## config.mk

```make
export PLATFORM = sky130hd
export DESIGN_NAME = psum_ofifo_flat
export DESIGN_NICKNAME = d
export VERILOG_FILES = /design/src/rtl/psum_ofifo_if.sv /design/src/rtl/psum_ofifo.sv /design/src/flat_wrapper.sv
export SDC_FILE = /design/constraint.sdc
export NUM_CORES = 2
export LEC_CHECK = 0
export ABC_CLOCK_PERIOD_IN_PS = 12000
export BUFFER_PORTS_ARGS = -buffer_cell sky130_fd_sc_hd__buf_4
export CAP_MARGIN = 20
export CORE_MARGIN = 2
export CORE_UTILIZATION = 32
export DETAILED_ROUTE_END_ITERATION = 10
export PLACE_DENSITY = 0.56
export SLEW_MARGIN = 40
export SYNTH_ARGS = -nofsm -noshare
export SYNTH_HDL_FRONTEND = slang
export SYNTH_SLANG_ARGS = --single-unit
```

## constraint.sdc

```tcl
create_clock -name clk -period 12 [get_ports clk]
set_input_delay 2.4 -clock clk [delete_from_list [all_inputs] [get_ports clk]]
set_output_delay 2.4 -clock clk [all_outputs]
set_load 0.02 [all_outputs]
```

## src/rtl/psum_ofifo_if.sv

```systemverilog
// Handshake bundle between the MAC columns / consumer and psum_ofifo.
// Column c occupies bits [(c+1)*bw_psum-1 : c*bw_psum] of in and out.
interface psum_ofifo_if #(
   parameter int col     = 8,
   parameter int bw_psum = 20
);
   logic [col*bw_psum-1:0] in;
   logic [col-1:0]         wr;
   logic                   rd;
   logic [col*bw_psum-1:0] out;
   logic                   out_vld;
   logic                   o_valid;
   logic                   o_full;
   logic                   overflow;

   modport master (
      output in, wr, rd,
      input  out, out_vld, o_valid, o_full, overflow
   );

   modport slave (
      input  in, wr, rd,
      output out, out_vld, o_valid, o_full, overflow
   );
endinterface

```

## src/rtl/psum_ofifo.sv

```systemverilog
// Per-column partial-sum FIFOs with a shared read pointer; a row pops only
// once every column holds at least one entry.
module psum_ofifo #(
   parameter int col     = 8,
   parameter int bw_psum = 20,
   parameter int depth   = 8
) (
   input  logic          clk,
   input  logic          reset,
   psum_ofifo_if.slave   bus
);
   localparam int aw = $clog2(depth);
   localparam int pw = aw + 1;

   logic [pw-1:0]          wr_ptr_q [col];
   logic [pw-1:0]          wr_ptr_d [col];
   logic [pw-1:0]          rd_ptr_q, rd_ptr_d;
   logic [col*bw_psum-1:0] out_q, out_d;
   logic                   out_vld_q, out_vld_d;
   logic                   overflow_q, overflow_d;
   logic [bw_psum-1:0]     mem_q [col][depth];

   logic [col-1:0]         empty;
   logic [col-1:0]         full;
   logic [col-1:0]         wr_acc;
   logic [col*bw_psum-1:0] head;
   logic                   pop;

   assign pop = bus.rd & bus.o_valid;

   generate
      for (genvar gi = 0; gi < col; gi++) begin : g_col
         logic [pw-1:0] count;

         assign count      = wr_ptr_q[gi] - rd_ptr_q;
         assign empty[gi]  = (count == '0);
         assign full[gi]   = (count == pw'(depth));
         // A full column still accepts a write when the same edge frees a slot.
         assign wr_acc[gi] = bus.wr[gi] & (~full[gi] | pop);
         assign head[gi*bw_psum +: bw_psum] = mem_q[gi][rd_ptr_q[aw-1:0]];

         always_comb begin
            wr_ptr_d[gi] = wr_acc[gi] ? wr_ptr_q[gi] + pw'(1) : wr_ptr_q[gi];
         end

         always_ff @(posedge clk) begin
            if (!reset) begin
               wr_ptr_q[gi] <= '0;
            end else begin
               wr_ptr_q[gi] <= wr_ptr_d[gi];
            end
         end

         // Storage is never reset; the cleared pointers make stale data unreachable.
         always_ff @(posedge clk) begin
            if (reset && wr_acc[gi]) begin
               mem_q[gi][wr_ptr_q[gi][aw-1:0]] <= bus.in[gi*bw_psum +: bw_psum];
            end
         end
      end
   endgenerate

   always_comb begin
      rd_ptr_d   = pop ? rd_ptr_q + pw'(1) : rd_ptr_q;
      out_d      = pop ? head : out_q;
      out_vld_d  = pop;
      overflow_d = overflow_q | (|(bus.wr & full & ~{col{pop}}));
   end

   always_ff @(posedge clk) begin
      if (!reset) begin
         rd_ptr_q   <= '0;
         out_q      <= '0;
         out_vld_q  <= 1'b0;
         overflow_q <= 1'b0;
      end else begin
         rd_ptr_q   <= rd_ptr_d;
         out_q      <= out_d;
         out_vld_q  <= out_vld_d;
         overflow_q <= overflow_d;
      end
   end

   assign bus.out      = out_q;
   assign bus.out_vld  = out_vld_q;
   assign bus.o_valid  = &(~empty);
   assign bus.o_full   = |full;
   assign bus.overflow = overflow_q;
endmodule
```

## src/flat_wrapper.sv

```systemverilog
// flat-port wrapper written by rule: the top's interface ports become plain ports
module psum_ofifo_flat 
#(
   parameter int col     = 8,
   parameter int bw_psum = 20,
   parameter int depth   = 8
)
  (clk, reset, bus_in, bus_wr, bus_rd, bus_out, bus_out_vld, bus_o_valid, bus_o_full, bus_overflow);
  psum_ofifo_if #(.col(col), .bw_psum(bw_psum)) bus_i ();
  input  logic clk;
  input  logic reset;
  input wire logic [$bits(bus_i.in)-1:0] bus_in;
  input wire logic [$bits(bus_i.wr)-1:0] bus_wr;
  input wire logic [$bits(bus_i.rd)-1:0] bus_rd;
  output wire logic [$bits(bus_i.out)-1:0] bus_out;
  output wire logic [$bits(bus_i.out_vld)-1:0] bus_out_vld;
  output wire logic [$bits(bus_i.o_valid)-1:0] bus_o_valid;
  output wire logic [$bits(bus_i.o_full)-1:0] bus_o_full;
  output wire logic [$bits(bus_i.overflow)-1:0] bus_overflow;
  assign bus_i.in = bus_in;
  assign bus_i.wr = bus_wr;
  assign bus_i.rd = bus_rd;
  assign bus_out = bus_i.out;
  assign bus_out_vld = bus_i.out_vld;
  assign bus_o_valid = bus_i.o_valid;
  assign bus_o_full = bus_i.o_full;
  assign bus_overflow = bus_i.overflow;
  psum_ofifo #(.col(col), .bw_psum(bw_psum), .depth(depth)) u_core (.clk(clk), .reset(reset), .bus(bus_i));
endmodule
```

==> metrics.yaml <==
status: "finished, final reports clean"
avgSynthCellArea_um2: 18.6
grt_max_degree: 158
power_mw: 10.9
numCtsBuffers: 159
register_area_um2: 42400
cp_num_buf_inv: 3
finClkSkew_ns: 0.0264
async_reset_ff_frac: 0
end_kind: "primary output"
design.die.area_um2: 179000
cts_max_path_buffers: 3
grt_pass1_wl_mm: 200
syn_nets: 3239
antenna_left: 0
ys_seq_area_frac: 0.753
drive_above_1_share: 0.294
cp_common_cell: "a21oi_1"
netlist_area_um2: 56300
drc: 0
multi_input_area_um2: 13400
die_h_um: 424
min_period_over_period: 0.553
cts_tree: "done"
cp_slowest_cell: "buf_6"
vias: 28900
antenna_found_initial: 16
initial_core_util: 0.323
holdBufCountCts: 0
total_leakage_power_nw: 21.4
postCtsSetupBuffers: 0
synth_most_common_cell: "edfxtp_1"
synth.distinct_cells: 54
critical-path-top-delay-family: "buffers and inverters"
globalplace.congestion: 0.726
hp-class: "reg2reg"
max_freq_mhz: 151
viasPerCell: 4.90
finalHoldViolCount: 0
grt_remaining_overflow: 0
path_cells: "inv_12 > buf_6 > ha_1 > a21oi_1 > a21oi_1 > nor4bb_1 > a2111o_2 > nor2_1 > buf_4"
drt_iter0_markers: 1969
yosys_warnings: 0
clk_pin_slew_worst_paths_ns: 0.06
max_stage_delay_ns: 0.64
ioPinCount: 335
tightest_slew_ns: 0.824
cts_sinks: 1478
gr-usage-all-layers: 0.151
fin_tns_setup_ns: 0
coreArea_um2: 174000
synth-main-ff-cell: "edfxtp_1"
synthCells: 3035
io_buffers: 334
drv_cap: 0
finalSetupViolations: 0
htreeDepth: 4
synth_area_leaders: "edfxtp_1 (68%), mux4_2 (13%), dfxtp_1 (7.0%), nand2_1 (2.6%), a311oi_1 (2.5%)"
core.rowCount: 153
synth_top_area_frac: 0.683
powerDensity_nw_per_um2: 162
grt_pass1_vias: 30100
ir_drop_mv: 0.134
grt_setup_unrepaired: "false"
avgRoutedWirePerCell_um: 23.1
dp_hpwl_mm: 77.0
crit_arrival_ns: 4.24
start_kind: "flop"
synth_top_cell_by_area: "edfxtp_1"
insertion_delay_ns: 0.80
drt_wl_total_mm: 136
period_needed_ns: 6.64
synth_edf_count: 1280
filler_cell_count: 15900
path_class: "reg2out"
area_growth_pct: 19.5
cp_max_fo: 106
maxSlewViolCount: 0
clk_root_buffer_cell: "clkbuf_16"
dr.pass1.iters: 5
ys_top_cells_by_count: "edfxtp_1 (1,280), nand2_1 (389), mux4_2 (320)"
ctsResizeCount: 0
die_w_um: 424
nNetsFinal: 3643
cp.required_ns: 9.60
ys_ff_latch: 1478
slew_headroom: 0.451
cells in the final DEF, fill, tap and decap left out, types with 5 or more instances in the layout:
master / instances
nor3_1: 7
inv_6: 7
edfxtp_1: 1280
buf_4: 399
and3_1: 9
clkbuf_16: 161
nor2b_1: 9
buf_6: 13
nor2_1: 181
bufinv_16: 8
nand3_1: 22
inv_1: 24
ha_1: 33
nand2b_1: 12
clkinvlp_4: 8
clkinv_2: 23
nand2_1: 389
a311oi_1: 160
xnor2_1: 20
clkbuf_1: 45
clkbuf_8: 12
nor3_2: 56
nand3b_1: 12
o21a_1: 5
mux4_2: 320
a21oi_1: 26
nor4_1: 8
diode_2: 5
clkinv_1: 19
dfxtp_1: 195
mux2i_1: 24
logic make-up (layout without fill, tap and decap cells):
family	Yosys count	count (layout)	share of synthesized area
muxes	344	344	0.132
AOI/OAI and AO/OA	226	226	0.0336
other	0	5	0
xor gates and xnor gates	22	22	0.00342
DFF	1478	1478	0.753
and+or+nand+nor	729	729	0.0544
adders and majority gates	33	33	0.00733
buffers and inverters	203	742	0.0161
through the flow:
step                      area, um2  hold WS [ns]  setup slack (ns)  instances   util
after floorplan               56300         0.455              6.24       3035      -
after global placement        61900         0.453              5.54       5598  0.355
after detailed placement      62000         0.461              6.10       5599  0.356
after CTS                     67200         0.476              5.18       5895  0.385
after global routing          67300         0.506              5.05       5904  0.386
final                         67300         0.473              5.36       5904  0.386
final timing paths:
check                      startpoint                    to  slack, ns  cells past startpoint
setup / recovery   u_core.rd_ptr_q[2]           bus_o_valid       5.36                      9
hold / removal    u_core.bus.overflow   u_core.bus.overflow       0.47                      1
setup reg to reg   u_core.rd_ptr_q[2]  u_core.mem_q[1][549]       6.37                     13
hold reg to reg   u_core.bus.overflow   u_core.bus.overflow       0.47                      1
layer usage:
layer  share of wire  track usage  vias to the layer above
li1                -            -                    13000
met3           0.046       0.0310                      197
met5         0.00071            0                        -
met1            0.42        0.190                    15000
met4           0.029       0.0536                       14
met2            0.51        0.256                      658
cell type report:
class / count / area share
well taps: 2325 / 0.0432
inverters: 26 / 0.00182
diodes: 5 / 0.000186
repair buffers: 420 / 0.0493
flip-flops and latches: 1478 / 0.630
clock buffers: 217 / 0.0645
clock inverters: 79 / 0.0120
multi-input cells: 1354 / 0.199
flip-flops by register name, indices dropped and copies added (netlist names):
| signal | flops |
|---|---|
| u_core.bus.out_vld | 1 |
| u_core.bus.overflow | 1 |
| u_core.mem_q | 1280 |
| u_core.rd_ptr_q | 4 |
| u_core.bus.out | 160 |
| u_core.wr_ptr_q | 32 |
worst reg2reg max path, delay by kind of cell (launching register included):
kind / cells / cell delay, ns
adder cells (fa/ha/maj): 1 / 0.39
buffers and inverters: 5 / 2.62
flip-flops: 1 / 0.37
AND/OR/NAND/NOR: 4 / 1.01
AO/OA/AOI/OAI: 3 / 0.87
power breakdown:
group / internal, mW / leakage, nW / total [mW] / switching, mW
logic: 0.143 / 5.78 / 0.408 / 0.265
registers: 5.68 / 13.2 / 5.71 / 0.0341
clock network: 2.74 / 2.49 / 4.79 / 2.06
Power figures use the tool's default switching activity.
